## src/rtl/battle_pkg.sv

```systemverilog
// Shared definitions for the battle controller and its datapath bench:
// state encoding, control-output bundle and the default result-hold length.
package battle_pkg;

    localparam int HOLD_CYCLES_DEF = 8;

    typedef enum logic [3:0] {
        S_IDLE      = 4'd0,
        S_WAIT_MOVE = 4'd1,
        S_PL_FREEZE = 4'd2,
        S_PL_APPLY  = 4'd3,
        S_PL_CHECK  = 4'd4,
        S_AI_FREEZE = 4'd5,
        S_AI_APPLY  = 4'd6,
        S_AI_CHECK  = 4'd7,
        S_WIN       = 4'd8,
        S_LOSE      = 4'd9
    } state_t;

    typedef struct packed {
        logic stop;
        logic actr;
        logic target;
        logic load_ai_hp;
        logic app_ai_dmg;
        logic app_pl_dmg;
        logic win;
        logic lose;
    } ctrl_t;

    // Moore decode; registered by the controller against the next state so
    // outputs line up with the state register.
    function automatic ctrl_t decode_state(input state_t s);
        ctrl_t c;
        c = '0;
        case (s)
            S_PL_FREEZE: begin c.stop = 1'b1; c.target = 1'b1; c.load_ai_hp = 1'b1; end
            S_PL_APPLY:  begin c.stop = 1'b1; c.target = 1'b1; c.app_ai_dmg = 1'b1; end
            S_PL_CHECK:  begin c.stop = 1'b1; c.target = 1'b1; end
            S_AI_FREEZE: begin c.stop = 1'b1; c.actr = 1'b1; end
            S_AI_APPLY:  begin c.stop = 1'b1; c.actr = 1'b1; c.app_pl_dmg = 1'b1; end
            S_AI_CHECK:  begin c.stop = 1'b1; c.actr = 1'b1; end
            S_WIN:       c.win  = 1'b1;
            S_LOSE:      c.lose = 1'b1;
            default:     c = '0;
        endcase
        return c;
    endfunction

endpackage

```

## src/rtl/btn_sync.sv

```systemverilog
// Two-flop synchronizer for the raw confirm button plus a rising-edge
// detector; a held button yields a single one-cycle pulse.
module btn_sync (
    input  logic clk,
    input  logic rst_n,
    input  logic i_btn,
    output logic o_pulse
);

    logic r_s1;
    logic r_s2;
    logic r_s3;

    always_ff @(posedge clk or negedge rst_n) begin
        if (!rst_n) begin
            r_s1 <= 1'b0;
            r_s2 <= 1'b0;
            r_s3 <= 1'b0;
        end else begin
            r_s1 <= i_btn;
            r_s2 <= r_s1;
            r_s3 <= r_s2;
        end
    end

    assign o_pulse = r_s2 & ~r_s3;

endmodule

```

## src/rtl/battle_ctrl.sv

```systemverilog
// Turn sequencer for the battle game: player strike, AI strike, result
// hold, with all datapath controls registered from the next state.
//
// state       | meaning
// IDLE        | waiting for go to start a game
// WAIT_MOVE   | waiting for go to latch the player's move
// PL_FREEZE   | RNGs frozen, AI HP snapshot
// PL_APPLY    | player damage applied to AI
// PL_CHECK    | AI defeated -> WIN
// AI_FREEZE   | AI attacks, RNGs frozen
// AI_APPLY    | AI damage applied to player
// AI_CHECK    | player defeated -> LOSE, else turn complete
// WIN / LOSE  | result held, go honoured after the hold time
module battle_ctrl
    import battle_pkg::*;
#(
    parameter int HOLD_CYCLES = HOLD_CYCLES_DEF
) (
    input  logic       clk,
    input  logic       rst,
    input  logic       go,
    input  logic [1:0] p_move_in,
    input  logic       ai_dead,
    input  logic [3:0] p_hp,
    output logic [1:0] p_move,
    output logic       actr,
    output logic       target,
    output logic       stop,
    output logic       load_ai_hp,
    output logic       app_ai_dmg,
    output logic       app_pl_dmg,
    output logic [3:0] turn_cnt,
    output logic       win,
    output logic       lose
);

    localparam logic [3:0] HOLD_LIM  = 4'(HOLD_CYCLES);
    localparam logic [3:0] TURN_MAX  = 4'd15;

    state_t      r_state;
    state_t      w_next;
    ctrl_t       r_ctrl;
    logic [1:0]  r_p_move;
    logic [3:0]  r_turn;
    logic [3:0]  r_hold;
    logic        w_go_pulse;
    logic        w_in_result;
    logic        w_hold_done;

    btn_sync u_btn_sync (
        .clk     (clk),
        .rst_n   (rst),
        .i_btn   (go),
        .o_pulse (w_go_pulse)
    );

    assign w_in_result = (r_state == S_WIN) || (r_state == S_LOSE);
    assign w_hold_done = (r_hold >= HOLD_LIM);

    always_comb begin
        w_next = r_state;
        case (r_state)
            S_IDLE:      if (w_go_pulse) w_next = S_WAIT_MOVE;
            S_WAIT_MOVE: if (w_go_pulse) w_next = S_PL_FREEZE;
            S_PL_FREEZE: w_next = S_PL_APPLY;
            S_PL_APPLY:  w_next = S_PL_CHECK;
            S_PL_CHECK:  w_next = ai_dead ? S_WIN : S_AI_FREEZE;
            S_AI_FREEZE: w_next = S_AI_APPLY;
            S_AI_APPLY:  w_next = S_AI_CHECK;
            S_AI_CHECK:  w_next = (p_hp == 4'd0) ? S_LOSE : S_WAIT_MOVE;
            S_WIN,
            S_LOSE:      if (w_go_pulse && w_hold_done) w_next = S_IDLE;
            default:     w_next = S_IDLE;
        endcase
    end

    always_ff @(posedge clk or negedge rst) begin
        if (!rst) begin
            r_state  <= S_IDLE;
            r_ctrl   <= '0;
            r_p_move <= 2'd0;
            r_turn   <= 4'd0;
            r_hold   <= 4'd0;
        end else begin
            r_state <= w_next;
            r_ctrl  <= decode_state(w_next);

            if (r_state == S_WAIT_MOVE && w_go_pulse)
                r_p_move <= p_move_in;

            if (r_state == S_AI_CHECK && p_hp != 4'd0 && r_turn != TURN_MAX)
                r_turn <= r_turn + 4'd1;
            else if (w_in_result && w_next == S_IDLE)
                r_turn <= 4'd0;

            // Hold counter sits at zero outside the result states, so it is
            // already clear on entry and saturates at the hold limit.
            if (!w_in_result)
                r_hold <= 4'd0;
            else if (!w_hold_done)
                r_hold <= r_hold + 4'd1;
        end
    end

    assign p_move     = r_p_move;
    assign turn_cnt   = r_turn;
    assign stop       = r_ctrl.stop;
    assign actr       = r_ctrl.actr;
    assign target     = r_ctrl.target;
    assign load_ai_hp = r_ctrl.load_ai_hp;
    assign app_ai_dmg = r_ctrl.app_ai_dmg;
    assign app_pl_dmg = r_ctrl.app_pl_dmg;
    assign win        = r_ctrl.win;
    assign lose       = r_ctrl.lose;

endmodule

```

## config.mk

```make
export PLATFORM = sky130hd
export DESIGN_NAME = battle_ctrl
export DESIGN_NICKNAME = d
export VERILOG_FILES = /design/src/rtl/battle_pkg.sv /design/src/rtl/btn_sync.sv /design/src/rtl/battle_ctrl.sv
export SDC_FILE = /design/constraint.sdc
export NUM_CORES = 1
export LEC_CHECK = 0
export ABC_AREA = 1
export ABC_CLOCK_PERIOD_IN_PS = 1300
export CORE_MARGIN = 2
export CORE_UTILIZATION = 30
export DETAILED_ROUTE_END_ITERATION = 16
export HOLD_SLACK_MARGIN = 0.1
export RECOVER_POWER = 25
export SYNTH_ARGS = -nofsm -noshare
export SYNTH_HDL_FRONTEND = slang
export SYNTH_SLANG_ARGS = --single-unit
```

## constraint.sdc

```tcl
create_clock -name clk -period 1.3 [get_ports clk]
set_clock_uncertainty 0.1 [all_clocks]
set_input_delay 0.13 -clock clk [delete_from_list [all_inputs] [get_ports clk]]
set_output_delay 0.13 -clock clk [all_outputs]
set_load 0.01 [all_outputs]
```

==> key figures <==
Timing
  • Worst slew pin tran: 0.615 ns
  • Max-Slew Margin vs Limit: 0.590
  • Worst hold slack: ~0.25 ns
  • Final WS setup: -0.0500 ns
  • Final min period: 1.35 ns
  • FMAX: 741 MHz
  • Slew Viols, Final: 0
  • RSZ-0062 raised after global routing: yes
  • Final setup viols: 7
  • Final hold violations: 0
  • Final Cycle Share: 1.04

Critical path
  • CP arrival: 1.42 ns
  • Max incr delay on CP: between 0.4 and 0.5 ns
  • WP data required: roughly 1.4 ns
  • Setup crit start: r_state[2]
  • Setup CP Type: register to register
  • Worst r2r src: r_state[2]
  • CP cell instances: inv_2, nor2_4, nand3_1, nand2_2, nor2_4, nand3_4, nand3_2, nand2_1
  • Crit-path slowest cell: dfrtp_2
  • Most frequent cell on the critical path: nor2_4
  • Startpoint Class: register
  • Critical Path End Type: register
  • Crit-path max FO: 4
  • CP top delay family: simple AND/OR/NAND/NOR gates
  • Buf+Inv Stages, Crit Path: 1

Global routing
  • Total Routing Usage GR: 0.127
  • First-pass GRT wire length: about 4100 um
  • Initial antenna violation count: 0
  • Vias in the first global route: just under 1000
  • Total gr overflow: 0
  • Largest net degree at the start of global routing: 26

Placement
  • Area after DPL: 1470 sq um
  • Setup WS pre-CTS: -0.140 ns
  • HPWL after DPL: approximately 1700 um
  • RD Place Congestion: approximately 0.76
  • Port Buf Inserts: 23

Route
  • DR WL/cell: roughly 12 um
  • Vias: 992
  • First-iteration detailed-routing DRC count: 57
  • Antenna-violating nets left: 0
  • DRC: 0
  • Vias per cell: ~4.6
  • Final WL: roughly 2500 um
  • First-pass DRT Iterations: 4

Floorplan
  • Row count: 22
  • Die Y-Extent: between 60 and 70 um
  • # IOs: 24
  • Initial Util: 0.309
  • Core area: between 3000 and 4000 sq um
  • Die ar.: between 4000 and 5000 sq um
  • Die width: roughly 65 um

Clock tree
  • Worst-case clock buffer depth: 2
  • Clk_lat worst skew: approximately 0.27 ns
  • H-tree depth: 1
  • Worst-path clk slew: around 0.09 ns
  • Num Clock Sinks: 25
  • CTS root buf: clkbuf_8
  • CTS tree: done
  • Inserted Clock Buffers: 3

Power
  • Switch Pwr: ~1.1 mW
  • Clock power share: 0.164
  • Worst IR Drop VDD: about 0.00066 V
  • Combinational power share: 0.433
  • Leakage: slightly below 0.9 nW
  • Pwr per Cell Area: roughly 1700 nW/um^2
  • Int Pwr: between 1.5 and 2 mW
  • Net Sw Frac: 0.390
  • Sequential power share: 0.403

Logic synthesis
  • Synth top cells by count: nand2_1, dfrtp_1, inv_1
  • EDFF count, synth: 0
  • Leading area contributor after synthesis: dfrtp_1
  • Mapped cell area: ~1100 sq um
  • Net Count, Synth: 140
  • Synth top area share: 0.557
  • Post-Syn Area per Cell: 8.85 sq um
  • Count leader, synth: nand2_1
  • Post-synthesis async set-or-reset flop share: 1.00
  • Synthesized flop and latch total: 25
  • Area contributors post-synth: dfrtp_1, nand2_1, nand3_1, inv_1, nor2_1
  • YS warnings: 0
  • Top_reg_cell synth: dfrtp_1
  • Cell variety after synth: 21
  • Sequential share of the synthesized area: 0.557
  • Syn Inst Count: approximately 130

Run status
  • Status: complete, but fails checks
  • Failing checks: setup timing

Min path
  • Worst Hold Class: register to register
  • Hold path start: u_btn_sync.r_s1

Cells and area
  • Final Core Density: 0.466
  • Synth-to-layout area growth: 50.6%
  • Share of cells above drive strength 1: 0.369
  • Fillers: 359
  • Design area: approximately 1700 sq um
  • Diode count: 0
  • Final nets: roughly 180

Flow run
  • Max Cap Viol: 0
## layer usage
metal | GRT usage | wire, um | part of all wire | vias to the layer above
li1 | - | - | - | 479
met1 | 0.127 | 958 | 0.38 | 478
met2 | 0.249 | 1410 | 0.56 | 31
met3 | 0.0223 | 115 | 0.045 | 4
met4 | 0.0625 | 53 | 0.021 | 0
met5 | 0 | 0 | 0 | -
## cell usage in the layout, fill, tap and decap left out, drive strengths merged
cell and n:
dfrtp 25, or2 2, clkbuf 4, and3 1
nor2 19, o22ai 1, nand2 28, xnor2 1
ha 3, o21ai 1, dlygate4sd2 13, nor3 3
a21oi 5, dlygate4sd3 2, xor2 1, clkinvlp 1
clkdlybuf4s50 7, buf 13, inv 20, nand3 16
clkdlybuf4s15 1, nand3b 1
## kinds of logic (layout without fill, tap and decap cells)
family | Yosys count | count (layout) | synth area share
compound gates | 7 | 7 | 0.0356
xor+xnor | 2 | 2 | 0.0156
buf+inv | 20 | 61 | 0.0668
flops | 25 | 25 | 0.557
simple gates | 70 | 70 | 0.292
fa+ha+maj | 3 | 3 | 0.0334
## sequential cells by signal, summed over array words and instances (netlist names)
signal           flops
actr                 1
app_ai_dmg           1
app_pl_dmg           1
load_ai_hp           1
lose                 1
p_move               2
r_hold               4
r_state              4
stop                 1
target               1
turn_cnt             4
u_btn_sync.r_s1      1
u_btn_sync.r_s2      1
u_btn_sync.r_s3      1
win                  1
## worst register-to-register path, stage by stage, from the launching register on
cell,delay [ns]
dfrtp_2,0.46
inv_2,0.08
nor2_4,0.05
nand3_1,0.08
nand2_2,0.08
nor2_4,0.16
nand3_4,0.12
nand3_2,0.07
nand2_1,0.06
## final timing paths
check | slack [ns] | to | depth (start not counted)
max in group asynchronous | 0.37 | turn_cnt[0] | 2
min in group asynchronous | 0.30 | load_ai_hp | 2
worst max register to register | -0.05 | turn_cnt[3] | 8
worst min register to register | 0.25 | u_btn_sync.r_s2 | 0
worst max-delay path | -0.05 | turn_cnt[3] | 8
worst min-delay path | 0.25 | u_btn_sync.r_s2 | 0
## stage by stage
step                setup TNS (ns)  power (mW)  std cells
finish                      -0.242        2.87        216
global route                 -1.05        3.08        216
CTS                         -0.221        2.70        215
detailed placement           -1.00        2.19        205
global placement            -0.758        2.16        205
floorplan                        0        1.67        127
## repair_timing
item,CTS,global route
gates resized for setup,34,22
hold buffers,0,0
setup endpoints to repair,22,15
pin swaps,7,9
buffers inserted,6,1
## area by class of cell
type,count,area (sq um),share of cell area
Timing Repair Buffer,37,320,0.189
Clock buffer,3,41.3,0.0244
Inverter,20,75.1,0.0444
Multi-Input combinational cell,82,556,0.328
Tap cell,48,60.1,0.0355
Sequential cell,25,632,0.374
Clock inverter,1,7.51,0.00444
## power by group through the flow
| stage | clock network, mW | logic, mW | registers, mW |
|---|---|---|---|
| global route | 0.526 | 1.37 | 1.18 |
| CTS | 0.485 | 1.09 | 1.13 |
| global placement | 0 | 1.05 | 1.11 |
| finish | 0.470 | 1.24 | 1.16 |
| detailed placement | 0 | 1.07 | 1.12 |
| floorplan | 0 | 0.504 | 1.16 |
No activity file was read; power rests on OpenSTA's default activity.
